<file path="config.mk">
export PLATFORM = sky130hd
export DESIGN_NAME = uart_rx_flat
export DESIGN_NICKNAME = d
export VERILOG_FILES = /design/src/rtl/uart_pkg.sv /design/src/rtl/uart_rx_if.sv /design/src/rtl/uart_sync.sv /design/src/rtl/uart_rx.sv /design/src/flat_wrapper.sv
export SDC_FILE = /design/constraint.sdc
export NUM_CORES = 1
export LEC_CHECK = 0
export BUFFER_PORTS_ARGS = -buffer_cell sky130_fd_sc_hd__buf_4
export CAP_MARGIN = 20
export CORE_MARGIN = 2
export CORE_UTILIZATION = 45
export CTS_BUF_LIST = sky130_fd_sc_hd__clkbuf_8
export CTS_CLUSTER_DIAMETER = 80
export DETAILED_ROUTE_END_ITERATION = 16
export GPL_ROUTABILITY_DRIVEN = 1
export MAX_ROUTING_LAYER = met4
export PLACE_DENSITY = 0.75
export SYNTH_ARGS = -nofsm -noshare
export SYNTH_HDL_FRONTEND = slang
export SYNTH_SLANG_ARGS = --single-unit
</file>
<file path="constraint.sdc">
create_clock -name i_clk -period 2.2 [get_ports i_clk]
set_input_delay 0.22 -clock i_clk [delete_from_list [all_inputs] [get_ports i_clk]]
set_output_delay 0.22 -clock i_clk [all_outputs]
set_load 0.01 [all_outputs]
</file>
<file path="src/rtl/uart_pkg.sv">
// Definitions shared by the UART receiver and transmitter: parity modes, the
// FSM state encoding, and helpers that both directions must agree on.
package uart_pkg;

  localparam int UART_CHECK_NONE = 0;
  localparam int UART_CHECK_ODD  = 1;
  localparam int UART_CHECK_EVEN = 2;

  typedef enum logic [2:0] {
    ST_IDLE   = 3'd0,
    ST_START  = 3'd1,
    ST_DATA   = 3'd2,
    ST_PARITY = 3'd3,
    ST_STOP   = 3'd4,
    ST_DONE   = 3'd5
  } uart_state_e;

  // Bit period in system clocks; rx and tx both call this so their timing matches.
  function automatic int uart_div(input int clk, input int baud);
    return clk / baud;
  endfunction

  // Unused upper data bits are zero, so they do not disturb the XOR.
  function automatic logic uart_parity_ok(input logic [7:0] data, input logic par, input int mode);
    logic ok;
    case (mode)
      UART_CHECK_ODD:  ok = (^{data, par}) == 1'b1;
      UART_CHECK_EVEN: ok = (^{data, par}) == 1'b0;
      default:         ok = 1'b1;
    endcase
    return ok;
  endfunction

endpackage

</file>
<file path="src/rtl/uart_rx_if.sv">
// User-side receive channel: the received word plus its valid/error pulses.
interface uart_rx_if #(
  parameter int DW = 8
) ();
  logic [DW-1:0] o_user_rx_data;
  logic          o_user_rx_valid;
  logic          o_user_rx_err;

  modport master (output o_user_rx_data, output o_user_rx_valid, output o_user_rx_err);
  modport slave  (input  o_user_rx_data, input  o_user_rx_valid, input  o_user_rx_err);
endinterface

</file>
<file path="src/rtl/uart_sync.sv">
// Two-flop synchronizer for asynchronous single-bit inputs (rx line, CTS).
module uart_sync #(
  parameter logic RST_VAL = 1'b1
) (
  input  logic i_clk,
  input  logic i_rst,
  input  logic d,
  output logic q
);
  logic meta_r;
  logic sync_r;

  // Two register stages to settle metastability before the value is used.
  always_ff @(posedge i_clk or negedge i_rst) begin
    if (!i_rst) begin
      meta_r <= RST_VAL;
      sync_r <= RST_VAL;
    end else begin
      meta_r <= d;
      sync_r <= meta_r;
    end
  end

  assign q = sync_r;
endmodule

</file>
<file path="src/rtl/uart_rx.sv">
// UART receiver: oversamples the line, validates start, samples data mid-bit,
// checks optional parity and stop bits, and pulses valid or err per frame.
module uart_rx
  import uart_pkg::*;
#(
  parameter int P_SYSTEM_CLK      = 50_000_000,
  parameter int P_UART_BUADRATE   = 9600,
  parameter int P_UART_DATA_WIDTH = 8,
  parameter int P_UART_STOP_WIDTH = 1,
  parameter int P_UART_CHECK      = 0
) (
  input  logic     i_clk,
  input  logic     i_rst,
  input  logic     i_uart_rx,
  uart_rx_if.master user
);
  localparam int DIV  = uart_div(P_SYSTEM_CLK, P_UART_BUADRATE);
  localparam int HALF = DIV / 2;
  localparam int N    = P_UART_DATA_WIDTH;
  localparam int F    = N + ((P_UART_CHECK != UART_CHECK_NONE) ? 1 : 0) + P_UART_STOP_WIDTH;
  localparam int CW   = $clog2(DIV);
  localparam int BW   = $clog2(F + 1);

  logic          rx_sync_s;
  logic          rx_prev_r;
  logic          fall_s;
  uart_state_e   state_r;
  logic [CW-1:0] baud_cnt_r;
  logic [BW-1:0] bit_cnt_r;
  logic [BW-1:0] bit_inc_s;
  logic          baud_last_s;
  logic [N-1:0]  shift_r;
  logic          frame_err_r;
  logic [N-1:0]  data_r;
  logic          valid_r;
  logic          err_r;

  uart_sync #(.RST_VAL(1'b1)) u_sync (
    .i_clk (i_clk),
    .i_rst (i_rst),
    .d     (i_uart_rx),
    .q     (rx_sync_s)
  );

  assign fall_s      = rx_prev_r & ~rx_sync_s;
  assign baud_last_s = (baud_cnt_r == CW'(DIV - 1));
  // Saturating so the count can never wrap inside a frame.
  assign bit_inc_s   = (bit_cnt_r == BW'(F)) ? bit_cnt_r : bit_cnt_r + BW'(1);

  // Receive FSM with baud/bit counters, shift register and registered outputs.
  always_ff @(posedge i_clk or negedge i_rst) begin
    if (!i_rst) begin
      rx_prev_r   <= 1'b1;
      state_r     <= ST_IDLE;
      baud_cnt_r  <= '0;
      bit_cnt_r   <= '0;
      shift_r     <= '0;
      frame_err_r <= 1'b0;
      data_r      <= '0;
      valid_r     <= 1'b0;
      err_r       <= 1'b0;
    end else begin
      rx_prev_r <= rx_sync_s;
      valid_r   <= 1'b0;
      err_r     <= 1'b0;
      case (state_r)
        ST_IDLE: begin
          if (fall_s) begin
            state_r     <= ST_START;
            baud_cnt_r  <= '0;
            bit_cnt_r   <= '0;
            frame_err_r <= 1'b0;
          end else begin
            state_r <= ST_IDLE;
          end
        end
        ST_START: begin
          if (baud_cnt_r == CW'(HALF - 1)) begin
            baud_cnt_r <= '0;
            // A line already back high at mid-start was a glitch.
            if (!rx_sync_s) begin
              state_r <= ST_DATA;
            end else begin
              state_r <= ST_IDLE;
            end
          end else begin
            baud_cnt_r <= baud_cnt_r + CW'(1);
          end
        end
        ST_DATA: begin
          if (baud_last_s) begin
            baud_cnt_r <= '0;
            bit_cnt_r  <= bit_inc_s;
            shift_r    <= {rx_sync_s, shift_r[N-1:1]};
            if (bit_inc_s == BW'(N)) begin
              state_r <= (P_UART_CHECK != UART_CHECK_NONE) ? ST_PARITY : ST_STOP;
            end else begin
              state_r <= ST_DATA;
            end
          end else begin
            baud_cnt_r <= baud_cnt_r + CW'(1);
          end
        end
        ST_PARITY: begin
          if (baud_last_s) begin
            baud_cnt_r  <= '0;
            bit_cnt_r   <= bit_inc_s;
            frame_err_r <= frame_err_r | ~uart_parity_ok(8'(shift_r), rx_sync_s, P_UART_CHECK);
            state_r     <= ST_STOP;
          end else begin
            baud_cnt_r <= baud_cnt_r + CW'(1);
          end
        end
        ST_STOP: begin
          if (baud_last_s) begin
            baud_cnt_r  <= '0;
            bit_cnt_r   <= bit_inc_s;
            frame_err_r <= frame_err_r | ~rx_sync_s;
            // Leaving at mid-stop lets a back-to-back start edge be caught.
            if (bit_inc_s == BW'(F)) begin
              state_r <= ST_DONE;
            end else begin
              state_r <= ST_STOP;
            end
          end else begin
            baud_cnt_r <= baud_cnt_r + CW'(1);
          end
        end
        ST_DONE: begin
          data_r  <= shift_r;
          state_r <= ST_IDLE;
          if (frame_err_r) begin
            err_r <= 1'b1;
          end else begin
            valid_r <= 1'b1;
          end
        end
        default: begin
          state_r <= ST_IDLE;
        end
      endcase
    end
  end

  assign user.o_user_rx_data  = data_r;
  assign user.o_user_rx_valid = valid_r;
  assign user.o_user_rx_err   = err_r;
endmodule
</file>
<file path="src/flat_wrapper.sv">
// flat-port wrapper written by rule: the top's interface ports become plain ports
module uart_rx_flat import uart_pkg::*;
#(
  parameter int P_SYSTEM_CLK      = 50_000_000,
  parameter int P_UART_BUADRATE   = 9600,
  parameter int P_UART_DATA_WIDTH = 8,
  parameter int P_UART_STOP_WIDTH = 1,
  parameter int P_UART_CHECK      = 0
)
  (i_clk, i_rst, i_uart_rx, user_o_user_rx_data, user_o_user_rx_valid, user_o_user_rx_err);
  uart_rx_if user_i ();
  input  logic i_clk;
  input  logic i_rst;
  input  logic i_uart_rx;
  output wire logic [$bits(user_i.o_user_rx_data)-1:0] user_o_user_rx_data;
  output wire logic [$bits(user_i.o_user_rx_valid)-1:0] user_o_user_rx_valid;
  output wire logic [$bits(user_i.o_user_rx_err)-1:0] user_o_user_rx_err;
  assign user_o_user_rx_data = user_i.o_user_rx_data;
  assign user_o_user_rx_valid = user_i.o_user_rx_valid;
  assign user_o_user_rx_err = user_i.o_user_rx_err;
  uart_rx #(.P_SYSTEM_CLK(P_SYSTEM_CLK), .P_UART_BUADRATE(P_UART_BUADRATE), .P_UART_DATA_WIDTH(P_UART_DATA_WIDTH), .P_UART_STOP_WIDTH(P_UART_STOP_WIDTH), .P_UART_CHECK(P_UART_CHECK)) u_core (.i_clk(i_clk), .i_rst(i_rst), .i_uart_rx(i_uart_rx), .user(user_i));
endmodule
</file>
==> results of run 1 <==
stage by stage:
step                      area, um^2    util  hold WS [ns]  setup slack [ns]  instances
after floorplan                 2122       -      -0.07559           0.09435        197
after global placement          2292  0.5158        0.2323           0.08771        262
after detailed placement        2292  0.5158        0.2403           0.08011        262
after CTS                       2412  0.5428       0.01619           0.06383        271
after global routing            2440  0.5490       0.01321           0.02688        272
final                           2440  0.5490       0.02572            0.1099        272
repair_timing:
action	in CTS	in global routing
hold buffers	1	0
endpoints found under the setup margin	0	10
endpoints found under the hold margin	39	0
gates resized for setup	0	2
buffers inserted	0	1
path summary, 6_finish.rpt:
kind	startpoint	to	slack, ns	cells past startpoint
max	u_core.baud_cnt_r[3]	u_core.state_r[0]	0.11	4
min	i_uart_rx	u_core.u_sync.meta_r	0.03	1
max reg2reg	u_core.baud_cnt_r[3]	u_core.state_r[0]	0.11	4
min reg2reg	u_core.u_sync.meta_r	u_core.u_sync.q	0.36	0
max in group asynchronous	i_rst	u_core.u_sync.meta_r	1.39	2
min in group asynchronous	i_rst	u_core.bit_cnt_r[2]	0.44	2
cells in the mapped netlist (3+ instances only):
| cell type | instances | area, um^2 |
|---|---|---|
| dfrtp_1 | 39 | 975.9 |
| mux2_2 | 15 | 168.9 |
| nand2_1 | 12 | 45.04 |
| nor2_1 | 10 | 37.54 |
| nand3_1 | 9 | 45.04 |
| a21oi_1 | 8 | 40.04 |
| inv_1 | 7 | 26.28 |
| o21ai_0 | 7 | 35.03 |
| o21ai_1 | 7 | 35.03 |
| a22o_1 | 6 | 52.55 |
| nand2b_1 | 6 | 37.54 |
| clkbuf_1 | 5 | 18.77 |
| nor3_1 | 5 | 25.02 |
| a21o_1 | 4 | 30.03 |
| buf_6 | 3 | 33.78 |
| dfstp_2 | 3 | 78.83 |
| ha_1 | 3 | 37.54 |
| o22ai_1 | 3 | 18.77 |
critical path, cell delays in order (launching register included):
cell and delay [ns]:
dfrtp_1 0.38, or4b_1 0.51, or4_4 0.47, a21o_2 0.33
a211o_1 0.31
power by group through the flow:
stage                     sequential (uW)  clock [uW]  combinational, uW
after floorplan                       939           0                268
after global placement                976           0                329
after CTS                             966         618                340
final                                 970         603                342
after global routing                  989         646                383
after detailed placement              980           0                337
registers in the layout (all words and copies together) (netlist names):
name and flops:
u_core.rx_prev_r 1, u_core.user.o_user_rx_valid 1, u_core.user.o_user_rx_err 1, u_core.u_sync.meta_r 1
u_core.baud_cnt_r 13, u_core.u_sync.q 1, u_core.frame_err_r 1, u_core.bit_cnt_r 4
u_core.state_r 3, u_core.user.o_user_rx_data 8, u_core.shift_r 8
routing by layer:
layer	share of wire	up-vias	wire (um)	track usage
li1	-	778	-	-
met2	0.45	27	1824	0.2434
met3	0.030	7	123	0.03729
met4	0.018	0	74	0.08230
met1	0.50	760	2027	0.2310
met5	0	-	0	-
placed cells by master, fill, tap and decap left out, types with 2 or more instances in the layout:
master,synthesis,final
or3_1,2,2
o22ai_1,3,3
ha_1,3,3
nor3_1,5,5
nand4b_1,2,2
nand3b_1,2,2
a22o_1,6,6
nor2_1,10,10
inv_1,7,8
dfstp_2,3,3
and3_1,2,2
nand2_1,12,12
clkbuf_8,0,5
a21oi_1,8,8
a21o_1,4,3
nor3b_1,2,2
nand4_1,2,2
buf_4,0,21
mux2i_1,2,2
mux2_2,15,15
dfrtp_1,39,39
nand3_1,9,9
a31oi_1,2,2
o21ai_0,7,7
o21a_1,2,2
nand2b_1,6,6
nor4b_1,2,2
o21ai_1,7,7
logic make-up (layout without fill, tap and decap cells):
kind of cell,count (synthesis),count (layout),synth area share
AND/OR/NAND/NOR,69,69,0.1934
buffers and inverters,15,38,0.03715
AO/OA/AOI/OAI,49,49,0.1563
adder cells (fa/ha/maj),3,3,0.01769
flip-flops,42,42,0.4971
multiplexers,18,18,0.09434
XOR/XNOR,1,1,0.004128
layout make-up:
class	instances	area, um^2	area share
Multi-Input combinational cell	140	996.0	0.4082
Clock inverter	3	41.29	0.01692
Clock buffer	5	68.82	0.02821
Sequential cell	42	1055	0.4323
Timing Repair Buffer	23	187.7	0.07692
Tap cell	52	65.06	0.02667
Inverter	7	26.28	0.01077
==> summary.md, run 1 <==
| Metric | Value |
|---|---|
| Clock-pin slew on the worst setup and hold paths | 0.09 ns |
| Die area | 5281 um^2 |
| Kind of critical path | reg2reg |
| Core ar. | 4444 um^2 |
| Internal | 1361 uW |
| Lkg Pwr | 0.001125 uW |
| # IOs | 13 |
| Switching Share | 0.2892 |
| H-tree Lvls | 2 |
| Minimum clock period | 2.090 ns |
| Worst-Margin Slew | 0.6443 ns |
| CP startpoint kind | flop |
| # setup viols final | 0 |
| Post-synth ARST share | 1.000 |
| Tightest Hold Check Type | in2reg |
| Chip height | 72.67 um |
| IO Port Bufs | 12 |
| Crit end category | flop |
| First DRT Iteration DRCs | 96 |
| Die Width | 72.67 um |
| Synth Register Bits | 42 |
| GRT overflow | 0 |
| Cell variety after synth | 53 |
| Ys Warns | 0 |
| Final ANT Viol Nets | 0 |
| Worst-Skew Late Latency | 0.30 ns |
| Synth Flop Type | dfrtp_1 |
| Largest net degree at the start of global routing | 43 |
| Power Density | 784.8 nW/um^2 |
| CTS tree | done |
| CP required | 2.40 ns |
| Drt first pass iters | 4 |
| Share of cells above drive strength 1 | 0.2500 |
| Rows | 24 |
| Gate power share | 0.179 |
| CTS Root Cell | clkbuf_8 |
| Crit-path max FO | 12 |
| Clock Skew | 0.01082 ns |
| Status | finished clean |
| Peak VDD IR | 424.2 uV |
| Synthesized cell area | 2122 um^2 |
| Routed WL per cell | 14.89 um |
| # clock sinks | 42 |
| Area delta synth->final | 14.98% |
| Total number of vias | 1572 |
| Initial antenna violation count | 0 |
| # fillers | 405 |
| Synth Area per Inst | 10.77 um^2 |
| Endpoints failing hold | 0 |
| Relative slew slack | 0.5659 |
| Clock power share | 0.315 |
| Critical path arrival | 2.29 ns |
| Max Freq | 478.4 MHz |
| # diodes | 0 |
| Final max-slew violation count | 0 |
| Sequential area share after synthesis | 0.4971 |
| Longest Clk Path Bufs | 2 |
| Placed wire-length estimate | 2736 um |
| Synth Instances | 197 |
| Max cap viols | 0 |
| Vias in the first global route | 1484 |
| Total GRT Usage | 0.1705 |
| Syn nets | 203 |
| Total power | 1915 uW |
| WL final | 4050 um |
| Switch Pwr | 553.8 uW |
| Post-synth EDFFs | 0 |
| First-pass GRT wire length | 6741 um |
| RSZ-0062 raised after global routing | no |
| # DRC | 0 |
| Initial Util | 0.4775 |
| Sequential share of power | 0.506 |
| CTS Buf Count | 5 |
| Placer congestion estimate | 0.9320 |
| Final TNS setup | 0 ns |
| Post-layout nets | 225 |
| Period utilisation layout | 0.9501 |
| Via density | 5.779 |
No activity file was read; power rests on OpenSTA's default activity.
==> inputs of run 2 (changes only) <==
- CORE_UTILIZATION: 45 -> 56
- PLACE_DENSITY: 0.75 -> 0.88
==> run 2 against run 1 <==
- critical path depth is the same
- first-iteration DRC count shrank 21%
- register-to-register slack lost 0.04 ns
- core utilization grew 11 points
- largest power group unchanged
- die area shrank 19%
- flip-flop and latch count is the same
- clock power shrank 19%
- final cell count shrank 1.5%
- combinational power is essentially flat
- non-clock buffer count is the same
==> summary.md, run 2 (synthesized netlist as in run 1, its figures left out) <==
| Metric | Value |
|---|---|
| R2R depth | 4 |
| Kind of critical path | reg2reg |
| Area delta synth->final | 13.97% |
| Clock power share | 0.270 |
| Endpoints failing hold | 0 |
| Placed wire-length estimate | 2896 um |
| CP startpoint kind | flop |
| Clock Skew | 0.01390 ns |
| RSZ-0062 raised after global routing | no |
| Max cap viols | 0 |
| Internal | 1254 uW |
| Initial Util | 0.5796 |
| First-pass GRT wire length | 7238 um |
| Placed cell count | 258 |
| CTS Buf Count | 5 |
| Clock-pin slew on the worst setup and hold paths | 0.08 ns |
| Initial antenna violation count | 0 |
| Lkg Pwr | 0.001120 uW |
| Crit path depth | 4 |
| Die Width | 65.56 um |
| Final ANT Viol Nets | 0 |
| Crit path cell chain | or4b_1, or4_4, a21o_2, a211o_1 |
| WL final | 4222 um |
| Switch Pwr | 562.9 uW |
| Rows | 22 |
| Slowest-stage cell, CP | or4b_1 |
| Buf/Inv on CP | 0 |
| # diodes | 0 |
| Die area | 4297 um^2 |
| # DRC | 0 |
| Most frequent cells in the layout | 39 x dfrtp_1, 21 x buf_4, 15 x mux2_2 |
| First DRT Iteration DRCs | 76 |
| Largest net degree at the start of global routing | 43 |
| Post-layout nets | 225 |
| Crit end category | flop |
| Gate power share | 0.189 |
| Max FFs per register | 13 |
| Tightest Hold Check Type | in2reg |
| Period utilisation layout | 0.9677 |
| Placer congestion estimate | 0.8802 |
| Peak VDD IR | 688.2 uV |
| # setup viols final | 0 |
| Longest Clk Path Bufs | 2 |
| Via density | 5.985 |
| H-tree Lvls | 2 |
| Core ar. | 3661 um^2 |
| Top Family by Delay on Critical Path | simple AND/OR/NAND/NOR gates |
| Relative slew slack | 0.5150 |
| Minimum clock period | 2.129 ns |
| Critical path arrival | 2.30 ns |
| # clock sinks | 42 |
| Max Freq | 469.7 MHz |
| CTS tree | done |
| CP required | 2.37 ns |
| Drt first pass iters | 4 |
| Chip height | 65.56 um |
| IO Port Bufs | 12 |
| Reg with most FFs | u_core.baud_cnt_r |
| Total number of vias | 1604 |
| Status | finished clean |
| Crit-path max FO | 12 |
| Worst-Margin Slew | 0.7199 ns |
| GRT overflow | 0 |
| Worst-Skew Late Latency | 0.30 ns |
| Routed WL per cell | 15.75 um |
| Final Non-Filler Cells | 268 |
| Share of cells above drive strength 1 | 0.2591 |
| Hold Crit Depth | 1 |
| Final max-slew violation count | 0 |
| Switching Share | 0.3099 |
| Final TNS setup | 0 ns |
| Total GRT Usage | 0.2280 |
| Most common cell after layout, fill and taps aside | dfrtp_1 |
| Vias in the first global route | 1631 |
| Power Density | 751.1 nW/um^2 |
| Worst path max stage delay | 0.51 ns |
| # IOs | 13 |
| CTS Root Cell | clkbuf_8 |
| Sequential share of power | 0.541 |
## run 2: per-layer routing
metal  vias up  global-route usage  share of wire
met5         -                   -              0
met4         0             0.08854          0.011
met3         6             0.04795          0.043
met2        36              0.3712           0.52
met1       784              0.2811           0.43
li1        778                   -              -
## run 2: final timing paths
path,slack (ns),start,end
max,0.07,u_core.baud_cnt_r[3],u_core.state_r[0]
min,0.02,i_uart_rx,u_core.u_sync.meta_r
max reg2reg,0.07,u_core.baud_cnt_r[3],u_core.state_r[0]
min reg2reg,0.37,u_core.u_sync.meta_r,u_core.u_sync.q
max in group asynchronous,1.39,i_rst,u_core.rx_prev_r
min in group asynchronous,0.45,i_rst,u_core.baud_cnt_r[11]
## run 2: repair_timing
action | 4_1_cts | 5_1_grt
hold buffers | 1 | 0
gates resized for setup | 0 | 3
endpoints found under the hold margin | 39 | 0
buffers inserted | 0 | 1
setup endpoints to repair | 0 | 7
## run 2: area by class of cell
class	count	area [um^2]
Clock buffer	5	68.82
Timing Repair Buffer	23	187.7
Fill cell	267	1242
Tap cell	48	60.06
Sequential cell	42	1055
Multi-Input combinational cell	140	1002
Inverter	7	26.28
Clock inverter	3	18.77
## run 2: stage by stage
step | hold WS (ns) | setup slack (ns) | utilization | cell area [um^2] | total power, uW
after CTS | 0.02674 | 0.04928 | 0.6514 | 2385 | 1807
after detailed placement | 0.2322 | 0.07915 | 0.6247 | 2287 | 1318
after floorplan | -0.07559 | 0.09435 | - | 2122 | 1207
after global placement | 0.2287 | 0.1090 | 0.6247 | 2287 | 1302
after global routing | 0.02081 | 0.01315 | 0.6606 | 2419 | 1909
final | 0.02440 | 0.07111 | 0.6606 | 2419 | 1817
## run 2: power by group through the flow
stage                     Combinational (uW)  Sequential, uW  Clock [uW]
after global routing                     379             996         534
after CTS                                338             975         494
after detailed placement                 332             986           0
final                                    344             982         491
after floorplan                          268             939           0
after global placement                   319             983           0
## run 2: worst reg2reg max path, cell delays in order, from the launching register on
cell and delay [ns]:
dfrtp_1 0.39, or4b_1 0.51, or4_4 0.47, a21o_2 0.33
a211o_1 0.31
